**config.mk**
```make
export PLATFORM = sky130hd
export DESIGN_NAME = tone_synth_recorder
export DESIGN_NICKNAME = d
export VERILOG_FILES = /design/src/rtl/tone_synth_recorder.sv
export SDC_FILE = /design/constraint.sdc
export NUM_CORES = 1
export LEC_CHECK = 0
export CORE_MARGIN = 5
export CORE_UTILIZATION = 55
export CTS_CLUSTER_SIZE = 28
export DETAILED_ROUTE_END_ITERATION = 8
export GPL_TIMING_DRIVEN = 0
export PLACE_DENSITY = 0.7
export SYNTH_ARGS = -nofsm -noshare
export SYNTH_HDL_FRONTEND = slang
export SYNTH_SLANG_ARGS = --single-unit
```
**constraint.sdc**
```tcl
create_clock -name clk -period 4.5 [get_ports clk]
set_input_delay 0.675 -clock clk [delete_from_list [all_inputs] [get_ports clk]]
set_output_delay 0.675 -clock clk [all_outputs]
set_load 0.02 [all_outputs]
```
**src/rtl/tone_synth_recorder.sv**
```systemverilog
// Key-to-tone synthesiser with a runtime-loaded half-period table and a 1-bit
// sample record/playback buffer driving the speaker pin.
module tone_synth_recorder #(
  parameter int NUM_KEYS   = 11,
  parameter int CNT_W      = 24,
  parameter int REC_DEPTH  = 128,
  parameter int SAMPLE_DIV = 1000,
  parameter int REC_WRAP   = 0,
  localparam int IDX_W = (NUM_KEYS > 1) ? $clog2(NUM_KEYS) : 1,
  localparam int PTR_W = $clog2(REC_DEPTH + 1)
) (
  input  logic                clk,
  input  logic                rst,
  input  logic [NUM_KEYS-1:0] keys,
  input  logic                cfg_we,
  input  logic [IDX_W-1:0]    cfg_idx,
  input  logic [CNT_W-1:0]    cfg_half,
  input  logic                rec_start,
  input  logic                rec_stop,
  input  logic                play_start,
  output logic                sound,
  output logic                key_valid,
  output logic [IDX_W-1:0]    key_idx,
  output logic                rec_busy,
  output logic                rec_full,
  output logic [PTR_W-1:0]    rec_count,
  output logic                play_busy
);

  localparam int AW    = (REC_DEPTH > 1) ? $clog2(REC_DEPTH) : 1;
  localparam int DIV_W = (SAMPLE_DIV > 1) ? $clog2(SAMPLE_DIV) : 1;

  localparam logic [IDX_W:0]   KEY_LIM  = (IDX_W+1)'(NUM_KEYS);
  localparam logic [AW-1:0]    WR_LAST  = AW'(REC_DEPTH - 1);
  localparam logic [PTR_W-1:0] CNT_MAX  = PTR_W'(REC_DEPTH);
  localparam logic [DIV_W-1:0] DIV_LAST = DIV_W'(SAMPLE_DIV - 1);

  typedef enum logic [1:0] {IDLE, REC, PLAY} state_t;

  logic [NUM_KEYS-1:0] keys_q;
  logic [IDX_W-1:0]    sel_idx;
  logic                sel_valid;
  logic [IDX_W-1:0]    key_idx_d;
  logic                key_valid_d;
  logic [CNT_W-1:0]    note_tbl [NUM_KEYS];
  logic [CNT_W-1:0]    half;
  logic [CNT_W-1:0]    cnt;
  logic                tone;
  logic                cfg_ok;
  logic                sel_write;
  logic                restart;
  logic [DIV_W-1:0]    div;
  logic                tick;
  state_t              state;
  logic [AW-1:0]       wr_ptr;
  logic [AW-1:0]       rd_ptr;
  logic [PTR_W-1:0]    play_left;
  logic                play_bit;
  logic [REC_DEPTH-1:0] mem;

  always_comb begin
    sel_valid = 1'b0;
    sel_idx   = '0;
    for (int unsigned i = 0; i < NUM_KEYS; i++) begin
      if (!sel_valid && keys_q[i]) begin
        sel_valid = 1'b1;
        sel_idx   = IDX_W'(i);
      end
    end
  end

  always_ff @(posedge clk) begin
    if (rst) begin
      keys_q      <= '0;
      key_idx     <= '0;
      key_valid   <= 1'b0;
      key_idx_d   <= '0;
      key_valid_d <= 1'b0;
    end else begin
      keys_q      <= keys;
      key_idx     <= sel_idx;
      key_valid   <= sel_valid;
      key_idx_d   <= key_idx;
      key_valid_d <= key_valid;
    end
  end

  assign cfg_ok = {1'b0, cfg_idx} < KEY_LIM;

  always_ff @(posedge clk) begin
    if (rst) begin
      for (int unsigned i = 0; i < NUM_KEYS; i++) note_tbl[i] <= '0;
    end else if (cfg_we && cfg_ok) begin
      note_tbl[cfg_idx] <= cfg_half;
    end
  end

  assign half      = note_tbl[key_idx];
  assign sel_write = cfg_we && cfg_ok && key_valid && (cfg_idx == key_idx);
  // A selection change is seen one cycle late via the _d copies, so the restart lands on the following edge.
  assign restart   = sel_write || (key_idx != key_idx_d) || (key_valid != key_valid_d);

  always_ff @(posedge clk) begin
    if (rst) begin
      cnt  <= '0;
      tone <= 1'b0;
    end else if (!key_valid || (half == '0) || restart) begin
      cnt  <= '0;
      tone <= 1'b0;
    end else if (cnt == half - CNT_W'(1)) begin
      cnt  <= '0;
      tone <= ~tone;
    end else begin
      cnt  <= cnt + CNT_W'(1);
    end
  end

  always_ff @(posedge clk) begin
    if (rst) begin
      div  <= '0;
      tick <= 1'b0;
    end else begin
      tick <= (div == DIV_LAST);
      div  <= (div == DIV_LAST) ? '0 : div + DIV_W'(1);
    end
  end

  always_ff @(posedge clk) begin
    if (state == REC && tick) mem[wr_ptr] <= tone;
  end

  always_ff @(posedge clk) begin
    if (rst) begin
      state     <= IDLE;
      rec_busy  <= 1'b0;
      rec_full  <= 1'b0;
      rec_count <= '0;
      play_busy <= 1'b0;
      play_bit  <= 1'b0;
      play_left <= '0;
      wr_ptr    <= '0;
      rd_ptr    <= '0;
    end else begin
      case (state)
        IDLE: begin
          if (rec_start) begin
            state     <= REC;
            rec_busy  <= 1'b1;
            rec_full  <= 1'b0;
            rec_count <= '0;
            wr_ptr    <= '0;
          end else if (play_start && (rec_count != '0)) begin
            state     <= PLAY;
            play_busy <= 1'b1;
            play_bit  <= 1'b0;
            play_left <= rec_count;
            rd_ptr    <= ((REC_WRAP != 0) && rec_full) ? wr_ptr : '0;
          end
        end
        REC: begin
          if (tick) begin
            if (rec_count != CNT_MAX) rec_count <= rec_count + PTR_W'(1);
            wr_ptr <= (wr_ptr == WR_LAST) ? '0 : wr_ptr + AW'(1);
            if (wr_ptr == WR_LAST) begin
              rec_full <= 1'b1;
              if (REC_WRAP == 0) begin
                state    <= IDLE;
                rec_busy <= 1'b0;
              end
            end
          end
          if (rec_stop) begin
            state    <= IDLE;
            rec_busy <= 1'b0;
          end
        end
        PLAY: begin
          if (tick) begin
            if (play_left == '0) begin
              state     <= IDLE;
              play_busy <= 1'b0;
              play_bit  <= 1'b0;
            end else begin
              play_bit  <= mem[rd_ptr];
              rd_ptr    <= (rd_ptr == WR_LAST) ? '0 : rd_ptr + AW'(1);
              play_left <= play_left - PTR_W'(1);
            end
          end
        end
        default: state <= IDLE;
      endcase
    end
  end

  always_ff @(posedge clk) begin
    if (rst) sound <= 1'b0;
    else     sound <= play_busy ? play_bit : tone;
  end

endmodule

```
==> run metrics <==
clock root buffer clkbuf_16; post-layout util 64.4%; CTS buffer count 60; htree depth 2; clk_skew 0.0316 ns; Arr. time, crit path 4.91 ns; Slew Limit Fails 0; Commonest cells post-synth edfxtp_1 (488), nor2_1 (470), dfxtp_1 (118), nand2_1 (118), mux4_2 (106); Max Fclk 227 MHz; number of flops mapped to enable cells by yosys 488; max_cap viols 0; gpl congestion 0.853; clock sink count 606; placed insts 2,765; Pwr per Cell Area 398 nW/um^2; Avg Cell Area, Syn 13.6 sq um; die width 231 um; clock slew at reported path FFs 0.06 ns; DP Wirelength 43,600 um; Main synth FF type edfxtp_1; grt ovf 0; status finished clean; Cells after Synth 1,970; Port-buffer cells 56; Worst Path Required 5.00 ns; share of cells above drive strength 1 14.6%; full die area 53,100 sq um; Synth cell types 81; IO Pins 62; largest net degree at the start of global routing 121; initial core utilization 55.8%; vias 16,954; top-count cell post-synth edfxtp_1; CP Class reg2reg; antenna cells 0; FF+latch count, synth 606; vias in the first global route 16,862; FP Rows 80; Yosys top cell area share 54.8%; final hold violations 0; first-pass GRT wire length 100,000 um; hold slack 0.445 ns; worst-margin pin slew 1.41 ns; ys async rst share 0%; Final min period 4.40 ns; main area contributors after synthesis edfxtp_1 (55%), mux4_2 (8.9%), dfxtp_1 (8.8%); Worst Hold Class reg2reg; clk_lat worst skew 0.64 ns; core area 47,900 sq um; Post-Route WL 65,900 um; Final period util 97.9%; TritonRoute pass-1 iters 7; WL/cell 22.9 um; P&R area growth vs syn 15.5%; residual DRC count 0; Die Ht 231 um; Syn Std Cell Area 26,700 sq um; ANT nets after route 0; Max IR drop VDD 0.336 mV; CP startpoint kind register; Total GRT Usage 24.7%; Crit. End Element register; CTS max path bufs 3; fin cells 2,885; via density per instance 5.88; register area share after synthesis 63.6%; Fin Setup TNS 0 ns; CTS tree yes; largest area contributor in the netlist edfxtp_1; slew margin rel. 5.98%; CTS Hold Bufs 0; Final Setup Violations 0; leakage power 0.0106 uW; NumNets Final 2,274; worst-path fanout max 10; synth warn 0; initial drt markers 1,693; antenna violations before repair 0
==> cell families after synthesis <==
| group | after synthesis | synth area share [%] |
|---|---|---|
| DFF | 606 | 63.6 |
| other | 1 | 0.0140 |
| and+or+nand+nor | 795 | 13.3 |
| AOI/OAI and AO/OA | 138 | 3.58 |
| adders and majority gates | 8 | 0.374 |
| buffers and inverters | 170 | 3.20 |
| xor gates and xnor gates | 83 | 2.72 |
| muxes | 169 | 13.2 |
==> routing by layer <==
metal / global-route usage, % / vias to the layer above / wire, um
met4: 6.95 / 0 / 1660
met3: 4.26 / 110 / 5020
met2: 42.6 / 651 / 33000
li1: - / 7593 / -
met5: 0 / - / 0
met1: 32.9 / 8600 / 26200
==> layout by cell type (no fill, tap or decap), drive strengths merged, types with 4 or more instances in the layout <==
master	Yosys	layout
nor2	490	490
edfxtp	488	488
clkbuf	86	167
mux4	137	137
conb	1	120
dfxtp	118	118
nand2	118	118
clkdlybuf4s50	0	56
buf	42	55
inv	42	44
xor2	42	42
xnor2	41	41
a21oi	39	39
nand3	34	34
a22oi	31	31
mux2i	31	31
nor2b	30	30
clkinv	0	21
nand4	18	18
nor3	17	17
o21ai	17	17
nor4	14	14
and3	12	12
nand3b	11	11
and2	10	10
or2	9	9
nand2b	8	8
ha	8	8
o22a	6	6
nor4b	5	5
or3	5	5
bufinv	0	5
a211oi	5	5
a21o	4	4
or4	4	4
==> area by class of cell <==
class	instances	area, sq um
inverter	42	158
multi-input combinational	1313	9510
clock buffer	80	1620
fill	3517	17000
timing repair buffer	71	763
clock inverter	31	307
buffer	127	751
sequential	606	17000
tap	615	769
==> report_power, final <==
group / internal, uW / total [uW] / switching (uW)
clock: 2810 / 4940 / 2130
sequential: 6260 / 6330 / 68.8
combinational: 423 / 1020 / 599
==> timing repair <==
action	4_1_cts	5_1_grt
setup endpoints to repair	25	145
gates cloned	0	1
pin swaps	7	9
gates resized for setup	31	32
setup buffers	6	3
==> registers in the layout, summed over array words and instances (netlist names), 2 cells and up <==
register	count
note_tbl	384
mem	128
cnt	24
keys_q	11
div	10
play_left	8
rec_count	8
rd_ptr	7
wr_ptr	7
key_idx	4
key_idx_d	4
state	2
==> path summary, 6_finish.rpt <==
check        startpoint  cells past startpoint  slack, ns  endpoint
max reg2reg  key_idx[2]                     16        0.1   cnt[12]
max          key_idx[2]                     16        0.1   cnt[12]
min              div[0]                      1       0.44    div[0]
min reg2reg      div[0]                      1       0.44    div[0]
==> metrics by stage <==
stage | cell area [sq um] | worst slack [ns] | power [uW]
after detailed placement | 28700 | -0.728 | 7400
final | 30900 | 0.0961 | 12300
after global placement | 28500 | -2.15 | 7350
after floorplan | 27200 | 0.419 | 7060
after global routing | 30900 | -0.0284 | 12700
after CTS | 30800 | -0.0225 | 12300
==> critical path, stage by stage, from the launching register on <==
cell     delay, ns
dfxtp_2       0.37
buf_6         0.17
buf_12        0.15
buf_12        0.15
buf_12        0.16
mux4_2        0.51
mux2i_2       0.24
and2_1        0.23
a32oi_2       0.11
or4_4         0.60
or4_1         0.51
o21a_1        0.12
a311o_1       0.34
o31ai_4       0.23
buf_4         0.18
buf_6         0.16
nor2_2        0.06
Note: power is estimated with default switching activity, not from simulation.
